File: config.mk
export PLATFORM = sky130hd
export DESIGN_NAME = pc_fetch_unit
export DESIGN_NICKNAME = d
export VERILOG_FILES = /design/src/rtl/pc_fetch_unit.sv
export SDC_FILE = /design/constraint.sdc
export NUM_CORES = 1
export LEC_CHECK = 0
export BUFFER_PORTS_ARGS = -buffer_cell sky130_fd_sc_hd__buf_2
export CAP_MARGIN = 0
export CORE_MARGIN = 5
export CORE_UTILIZATION = 50
export DETAILED_ROUTE_END_ITERATION = 16
export PLACE_DENSITY = 0.81
export SETUP_SLACK_MARGIN = 0.2
export SLEW_MARGIN = 5
export SYNTH_ARGS = -nofsm -noshare
export SYNTH_HDL_FRONTEND = slang
export SYNTH_SLANG_ARGS = --single-unit
File: constraint.sdc
create_clock -name clk -period 4 [get_ports clk]
set_input_delay 0 -clock clk [delete_from_list [all_inputs] [get_ports clk]]
set_output_delay 0 -clock clk [all_outputs]
set_load 0.02 [all_outputs]
File: src/rtl/pc_fetch_unit.sv
// PC generation and single-outstanding instruction fetch with redirect
// handling, a registered decode handoff and a delivered-instruction count.
module pc_fetch_unit #(
  parameter int XLEN = 32,
  parameter int ILEN = 32,
  parameter logic [XLEN-1:0] RESET_VECTOR = '0,
  parameter logic [XLEN-1:0] TRAP_VECTOR = XLEN'(32'h100),
  parameter int PC_INC = 1,
  parameter int CNT_W = 16
) (
  input  logic            clk,
  input  logic            reset,
  input  logic            redirect_valid,
  input  logic [1:0]      redirect_sel,
  input  logic [XLEN-1:0] branch_target,
  input  logic [XLEN-1:0] jump_target,
  output logic            imem_req_valid,
  output logic [XLEN-1:0] imem_req_addr,
  input  logic            imem_req_ready,
  input  logic            imem_resp_valid,
  input  logic [ILEN-1:0] imem_resp_data,
  output logic            if_valid,
  output logic [XLEN-1:0] if_pc,
  output logic [ILEN-1:0] if_instr,
  input  logic            if_ready,
  output logic [CNT_W-1:0] fetch_count
);

  typedef enum logic [2:0] {
    IDLE, REQ, WAIT, HOLD, DROP
  } state_t;

  state_t state, state_n;

  logic [XLEN-1:0]  pc, pc_n;
  logic [XLEN-1:0]  target;
  logic [XLEN-1:0]  if_pc_n;
  logic [ILEN-1:0]  if_instr_n;
  logic             if_valid_n;
  logic [CNT_W-1:0] cnt_n;

  always_comb begin
    target = branch_target;
    unique case (redirect_sel)
      2'd0: target = branch_target;
      2'd1: target = jump_target;
      2'd2: target = TRAP_VECTOR;
      2'd3: target = RESET_VECTOR;
    endcase
  end

  assign imem_req_valid = (state == REQ);
  assign imem_req_addr  = pc;

  always_ff @(posedge clk or posedge reset) begin
    if (reset) begin
      state       <= IDLE;
      pc          <= RESET_VECTOR;
      if_valid    <= 1'b0;
      if_pc       <= '0;
      if_instr    <= '0;
      fetch_count <= '0;
    end else begin
      state       <= state_n;
      pc          <= pc_n;
      if_valid    <= if_valid_n;
      if_pc       <= if_pc_n;
      if_instr    <= if_instr_n;
      fetch_count <= cnt_n;
    end
  end

  always_comb begin
    state_n    = state;
    pc_n       = pc;
    if_valid_n = if_valid;
    if_pc_n    = if_pc;
    if_instr_n = if_instr;
    cnt_n      = fetch_count;
    case (state)
      IDLE: begin
        state_n = REQ;
        if (redirect_valid) pc_n = target;
      end
      REQ: begin
        if (redirect_valid) begin
          pc_n    = target;
          // an accepted request still owes us a response to swallow
          state_n = imem_req_ready ? DROP : REQ;
        end else if (imem_req_ready) begin
          state_n = WAIT;
        end
      end
      WAIT: begin
        if (redirect_valid) begin
          pc_n    = target;
          state_n = imem_resp_valid ? REQ : DROP;
        end else if (imem_resp_valid) begin
          if_valid_n = 1'b1;
          if_pc_n    = pc;
          if_instr_n = imem_resp_data;
          state_n    = HOLD;
        end
      end
      HOLD: begin
        if (redirect_valid) begin
          pc_n       = target;
          if_valid_n = 1'b0;
          state_n    = REQ;
        end else if (if_ready) begin
          pc_n       = pc + XLEN'(PC_INC);
          if_valid_n = 1'b0;
          cnt_n      = fetch_count + CNT_W'(1);
          state_n    = REQ;
        end
      end
      DROP: begin
        if (redirect_valid) pc_n = target;
        if (imem_resp_valid) state_n = REQ;
      end
      default: state_n = IDLE;
    endcase
  end

endmodule

Word level (Yosys, flattened, before mapping)
Cells that the tools add are included.

Flip-flop bits (word level): 116. Input port bits: 104. Output and inout port bits: 114. Logic and storage cells: 53.

$add $sub $neg: 2. Equality and inequality tests: 14. Multiplexer cells: 20. Bitwise operators: 1. Reductions and logical operators: 10.

Operator list (count): $pmux 32 s4 (1); $mux 32 (3); $pmux 32 s2 (1); $add 32x1->32 const B (1); $mux 3 (9); $add 16x1->16 const B (1); $pmux 3 s5 (1); $reduce_and 3->1 (3); $reduce_and 4->1 (2); $eq 3x2->1 const B (2); $ne 2x2->1 const B (3); $ne 3x3->1 const B (2); $eq 2x2->1 const B (2); $mux 1 (4); $reduce_bool 2->1 (2); $reduce_or 4->1 (1); $eq 3x1->1 const B (1); $eq 3x3->1 const B (1); $logic_not 3->1 (1); $ne 3x2->1 const B (1); $eq 2x1->1 const B (1); $logic_not 2->1 (1); $ne 2x1->1 const B (1); $pmux 1 s2 (1); $not 1->1 (1).

Longest topological paths before layout
Gate-level depths: netlist of run 1.

Depth after elaboration: 4. Depth in mapped cells: 7. Mapped depth without buffers: 6.

Worst setup path after synthesis of run 1
Ideal clock, no wire load.

Path type: reg2reg. Start: register pc[0], in the netlist imem_req_addr[0]. End: register pc[20], in the netlist imem_req_addr[20]. Setup time: 136 ps. Arrival: 1891 ps. Data required time: 3864 ps. Slack: 1973 ps. Cell stages (with the launch flop): 8. Buffers on the path: 1. Period minus slack after synthesis: 2027 ps. Path through: dfrtp_1 ha_1 nand3_1 nor4_2 buf_2 a21oi_1 o21ai_0 o21ai_0.

Word-level cells in the longest chain between the ends: 4.

Ends and longest elaborated chain: start: declaration (line 35) `logic [XLEN-1:0] pc, pc_n;`; start signal: assignment (line 65) `pc <= pc_n;`; $add 32x1->32 (line 111) `pc_n = pc + XLEN'(PC_INC);`; $mux 32 (line 110) `end else if (if_ready) begin`; $mux 32 (line 106) `if (redirect_valid) begin`; $pmux 32 s2 (line 80) `case (state)`.

No other way between the ends. The select of a mux whose other input is x is not followed. A chain may end at the register's enable or synchronous reset.

Final worst setup path of run 1
Start: register state[2]. End: register if_pc[9].

Word-level cells in the longest chain between the ends: 2.

Ends and longest elaborated chain: start: declaration (line 33) `state_t state, state_n;`; start signal: assignment (line 64) `state <= state_n;`; $eq 3x2->1 (line 80); $reduce_and 3->1 (no line); end signal: assignment (line 67) `if_pc <= if_pc_n;`; end: declaration (line 23) `output logic [XLEN-1:0] if_pc,`.

No other way between the ends.

==> metrics.txt, run 1 <==
post-synthesis compound-gate area fraction=12.6%; Synth Register Bits=116; Die W=119 µm; Rel. slew slack=24.8%; gr ovfl total=0; Synth Area in Simple Gates=12.1%; H-tree levels=4; sequential fraction of the synthesis area=48.5%; critical path class=flop to flop; Clock Tree Buf Depth=2; outcome=finished clean; # IOs=218; Max Fclk=377 MHz; Worst Reg-to-Reg Cells=4; Starting Density=50.5%; Netlist Area Pre-Place=5990 µm²; setup TNS=0 ps; Post-Syn Area per Cell=11.3 µm²; GRT Total Usage=26.6%; antenna violations before repair=0; total number of yosys warnings=0; Sw Share=38.7%; via count=5495; Clock Root Buffer=clkbuf_16; Combinational Power Share=36.5%; Synth Area in XOR/XNOR=2.19%; Tightest Pin Transition=1130 ps; NetSw=2.19 mW; top_reg_cell synth=dfrtp_1; Worst-path clk slew=50 ps; Worst Path Required=4290 ps; drt via density=5.78; post-DP HPWL=12600 µm; Pint=3.47 mW; DR WL/cell=20.2 µm; Filler cells=836; Post-DRT Antenna Nets=0; fin cells=951; vias in the first global route=5624; Data arrival, critical path=2940 ps; row count=40; ys async rst share=100%; RSZ-0062 raised after global routing=no; Final min period=2660 ps; Placed Cells incl. Taps=867; Reg area=2900 µm²; Die H=119 µm; CP startpoint kind=flop; final setup margin=1340 ps; Hold WC Path Type=primary input to flop; worst skew pair latency=410 ps; Reg2Reg Launch Point=state[2]; fin. max-slew vios=0; Setup crit end kind=flop; clock share of power=27.1%; clock skew=9.66 ps; worst vdd ir=0.000319 V; first-pass iteration count of the detailed router=7; total leakage power=4.30 nW; Routed WL=19200 µm; CTS Sinks=116; largest family of logic cells by synthesized area=multiplexers; DRC Markers=0; Max FO, Critical Path=37; Post-Syn Instances=532; number of port buffers=217; core area=11900 µm²; most frequent cells in the layout=buf_2 (217), dfrtp_1 (116), mux2_4 (57); Hold Crit Start=jump_target[31]; die area=14300 µm²; Multi-input gate area=2830 µm²; final layout net count=897; Synth cell types=49; pin count of the biggest net entering global routing=87; Final Setup Violations=0; first-pass GRT wire length=30500 µm; Synth Net Count=638; Post-synth EDFFs=0; crit path from=state[2]; worst hold stages=4; Final Hold Fails=0; Routability Congestion=0.890; initial detailed-routing violation count=611; power density cells=687 nW/µm²; Flop pwr share=36.3%; final critical-path share of the clock period=66.4%; leading cell type in the layout, fill and taps excluded=buf_2; Final Power=5.66 mW; pre-CTS setup slack=1410 ps; CTS tree=done; Antenna Cells=0; setup bufs post-CTS=0; Max-cap violations=0; CTS Buf Count=17; Area growth syn-to-layout=37.5%; adder-cell share of the synthesized area=0.585%; multiplexer share of the synthesized area=19.8%; share of layout cells above drive strength 1=39.8%
==> stage by stage <==
stage | util [%] | instance area (µm²) | hold WS, ps
3_3_place_gp | 60.0 | 7120 | 233
4_1_cts | 69.4 | 8240 | 6.43
6_report | 69.4 | 8240 | 34.3
2_1_floorplan | - | 5990 | 149
3_5_place_dp | 60.0 | 7120 | 235
5_1_grt | 69.4 | 8240 | 44.3
==> registers in the layout (all words and copies together) (netlist names) <==
signal	count
state	3
if_pc	32
fetch_count	16
if_instr	32
if_valid	1
imem_req_addr	32
==> critical path, cell delays in order (launching register included) <==
cell and delay [ps]:
dfrtp_1 530, or3b_1 480, or3b_4 660, buf_4 430, mux2_4 380
==> repair_timing <==
action                    4_1_cts  5_1_grt
hold endpoints to repair      128        0
gates resized for setup         0        0
hold buffers                   52        0
==> cell usage after synthesis, types with 7 or more instances <==
library cell	n	share of area, %
mux2_4	57	14
inv_1	18	1.1
buf_2	7	0.58
nand2_1	30	1.9
mux2i_1	26	4.3
o21ai_0	34	2.8
nor2_1	24	1.5
a21oi_1	27	2.3
xnor2_1	12	1.8
clkbuf_1	19	1.2
o22a_1	8	1.2
dfrtp_1	116	48
nand4_1	18	1.9
o22ai_1	8	0.84
nand3_1	28	2.3
a31oi_1	10	1.0
==> area by class of cell <==
type / instances / area share (%)
clock buffers: 22 / 5.64
repair buffers: 275 / 20.1
flip-flops and latches: 116 / 35.2
clock inverters: 10 / 1.58
inverters: 18 / 0.851
multi-input cells: 363 / 34.4
well taps: 147 / 2.23
==> power by group through the flow <==
stage / Combinational, mW / Clock, mW / Sequential, mW
6_report: 2.07 / 1.54 / 2.06
5_1_grt: 2.21 / 1.61 / 2.10
4_1_cts: 2.06 / 1.55 / 2.03
3_5_place_dp: 2.01 / 0 / 2.04
3_3_place_gp: 1.96 / 0 / 2.01
2_1_floorplan: 0.875 / 0 / 2.40
==> kinds of logic (layout without fill, tap and decap cells) <==
logic type	count (synthesis)	after routing
buffers and inverters	53	325
AND/OR/NAND/NOR	138	138
multiplexers	89	89
AO/OA/AOI/OAI	118	118
adder cells (fa/ha/maj)	3	3
flip-flops	116	116
XOR/XNOR	15	15
==> path summary, 6_finish.rpt <==
path	slack (ps)	endpoint
worst max-delay path	1340	if_pc[9]
worst min-delay path	30	imem_req_addr[31]
worst max register to register	1340	if_pc[9]
worst min register to register	460	fetch_count[15]
max in group asynchronous	2500	if_instr[18]
min in group asynchronous	420	fetch_count[14]
==> metal layers <==
metal | global-route usage (%) | part of all wire, %
met5 | 0 | 0
met4 | 8.16 | 2.0
met3 | 6.22 | 7.9
met2 | 45.4 | 50
met1 | 33.7 | 40
Power figures use the tool's default switching activity.
==> run 2: changes to the inputs <==
--- a/config.mk
+++ b/config.mk
@@ -8,9 +8,9 @@
 export BUFFER_PORTS_ARGS = -buffer_cell sky130_fd_sc_hd__buf_2
 export CAP_MARGIN = 0
 export CORE_MARGIN = 5
-export CORE_UTILIZATION = 50
+export CORE_UTILIZATION = 45
 export DETAILED_ROUTE_END_ITERATION = 16
-export PLACE_DENSITY = 0.81
+export PLACE_DENSITY = 0.77
 export SETUP_SLACK_MARGIN = 0.2
 export SLEW_MARGIN = 5
 export SYNTH_ARGS = -nofsm -noshare
==> constraint.sdc (replaced) <==
create_clock -name clk -period 2.4 [get_ports clk]
set_input_delay 0 -clock clk [delete_from_list [all_inputs] [get_ports clk]]
set_output_delay 0 -clock clk [all_outputs]
set_load 0.02 [all_outputs]
==> metrics.txt, run 2 (synthesis results as in run 1) <==
outcome=finished clean (unchanged); Clock Root Buffer=clkbuf_16 (unchanged); Rel. slew slack=57.3% (was 24.8%); Routed WL=19400 µm (was 19200 µm); critical path class=flop to flop (unchanged); die area=15700 µm² (was 14300 µm²); Area growth syn-to-layout=40.6% (was 37.5%); via count=5469 (was 5495); Post-DRT Antenna Nets=0 (unchanged); Placement Cell Area=7260 µm² (was 7120 µm²); setup TNS=0 ps (unchanged); Final min period=2060 ps (was 2660 ps); pin count of the biggest net entering global routing=117 (was 87); # IOs=218 (unchanged); r2r endpoint=if_instr[4] (was if_pc[9]); gr ovfl total=0 (unchanged); Filler cells=1019 (was 836); Antenna Cells=0 (unchanged); Design Area, Final=8420 µm² (was 8240 µm²); row count=42 (was 40); Routability Congestion=0.914 (was 0.890); Flop pwr share=34.4% (was 36.3%); Max-cap violations=0 (unchanged); power density cells=1170 nW/µm² (was 687 nW/µm²); crit path from=state[1] (was state[2]); clock skew=10.0 ps (was 9.66 ps); Worst Path Required=2690 ps (was 4290 ps); Starting Density=45.6% (was 50.5%); Tightest Pin Transition=640 ps (was 1130 ps); clock share of power=30.1% (was 27.1%); drt via density=5.56 (was 5.78); Final Setup Violations=0 (unchanged); worst vdd ir=0.000542 V (was 0.000319 V); Pint=6.23 mW (was 3.47 mW); Die H=125 µm (was 119 µm); CTS Buf Count=17 (unchanged); core area=13100 µm² (was 11900 µm²); Setup crit end kind=flop (unchanged); setup bufs post-CTS=0 (unchanged); DR WL/cell=19.7 µm (was 20.2 µm); Reg2Reg Launch Point=state[1] (was state[2]); critical path endpoint=if_instr[4] (was if_pc[9]); Core Util, Final=64.1% (was 69.4%); met2 GRT Util=40.9% (was 45.4%); Data arrival, critical path=2360 ps (was 2940 ps); RSZ-0062 raised after global routing=no (unchanged); Combinational Power Share=35.5% (was 36.5%); GRT Total Usage=24.6% (was 26.6%); Hold WC Path Type=primary input to flop (unchanged); share of layout cells above drive strength 1=41.4% (was 39.8%); Worst-path clk slew=50 ps (about the same); number of port buffers=217 (unchanged); Final Hold Fails=0 (unchanged); final layout net count=900 (was 897); leading cell type in the layout, fill and taps excluded=buf_2 (unchanged); first-pass iteration count of the detailed router=5 (was 7); initial detailed-routing violation count=607 (was 611); fin. max-slew vios=0 (unchanged); post-DP HPWL=12900 µm (was 12600 µm); most frequent cells in the layout=buf_2 (217), dfrtp_1 (115), mux2_4 (57) (was buf_2 (217), dfrtp_1 (116), mux2_4 (57)); NetSw=3.66 mW (was 2.19 mW); met3 usage in global routing=7.89% (was 6.22%); M1 GR Usage=30.5% (was 33.7%); worst skew pair latency=420 ps (was 410 ps); CTS Sinks=116 (unchanged); first-pass GRT wire length=31100 µm (was 30500 µm); Worst Reg-to-Reg Cells=4 (unchanged); final critical-path share of the clock period=86.0% (was 66.4%); Final Power=9.89 mW (was 5.66 mW); Max FO, Critical Path=50 (was 37); Reg2Reg Setup Slack=340 ps (was 1340 ps); Sw Share=37.0% (was 38.7%); Clock Tree Buf Depth=2 (unchanged); DRC Markers=0 (unchanged); Die W=125 µm (was 119 µm); antenna violations before repair=0 (unchanged); CTS tree=done (unchanged); vias in the first global route=5649 (was 5624); H-tree levels=4 (unchanged); total leakage power=4.39 nW (was 4.30 nW); fin cells=983 (was 951); CP startpoint kind=flop (unchanged); Placed Cells incl. Taps=905 (was 867); GRT busiest layer=met2 (unchanged); Max Fclk=485 MHz (was 377 MHz)
[run 2: power groups by stage]
stage	combinational (mW)	clock (mW)	sequential [mW]
final	3.51	2.98	3.40
after global placement	3.30	0	3.35
after floorplan	1.46	0	4.01
after global routing	3.75	3.09	3.50
after CTS	3.50	3.00	3.37
after detailed placement	3.40	0	3.38
[run 2: through the flow]
stage / setup WS, ps / hold slack (ps)
floorplan: 373 / 149
global placement: 338 / 229
detailed placement: 271 / 235
CTS: 246 / 7.32
global route: 214 / 18.5
finish: 336 / 11.5
[run 2: worst min-delay path by stage]
stage / startpoint / endpoint / slack (ps) / depth (start not counted)
finish: jump_target[0] / imem_req_addr[0] / 10 / 3
global route: jump_target[0] / imem_req_addr[0] / 20 / 3
CTS: jump_target[0] / imem_req_addr[0] / 7 / 3
detailed placement: imem_resp_data[24] / if_instr[24] / 230 / 2
global placement: reset / if_instr[10] / 230 / 3
floorplan: imem_resp_data[0] / if_instr[0] / 150 / 1
[run 2: critical path: stages (launching register included)]
cell and delay (ps):
dfrtp_2 470, or3b_1 420, or3b_4 440, buf_12 230, mux2_4 340
[run 2: cell type report]
cell class | count | area (µm²) | share of cell area, %
tap | 176 | 220 | 2.61
inverter | 18 | 71.3 | 0.847
timing repair buffer | 278 | 1680 | 20.0
clock buffer | 24 | 502 | 5.96
sequential | 116 | 2900 | 34.5
multi-input combinational | 363 | 2850 | 33.8
clock inverter | 8 | 193 | 2.29
[run 2: routing by layer]
metal | vias to the layer above | wire, µm | share of wire (%)
li1 | 2497 | - | -
met1 | 2653 | 8150 | 42
met2 | 281 | 9440 | 49
met3 | 38 | 1380 | 7.1
met4 | 0 | 410 | 2.1
met5 | - | 0 | 0
[run 2: timing repair]
action	CTS	global route
gates resized for setup	0	4
endpoints found under the hold margin	155	0
hold buffers	46	0
setup endpoints to repair	0	16
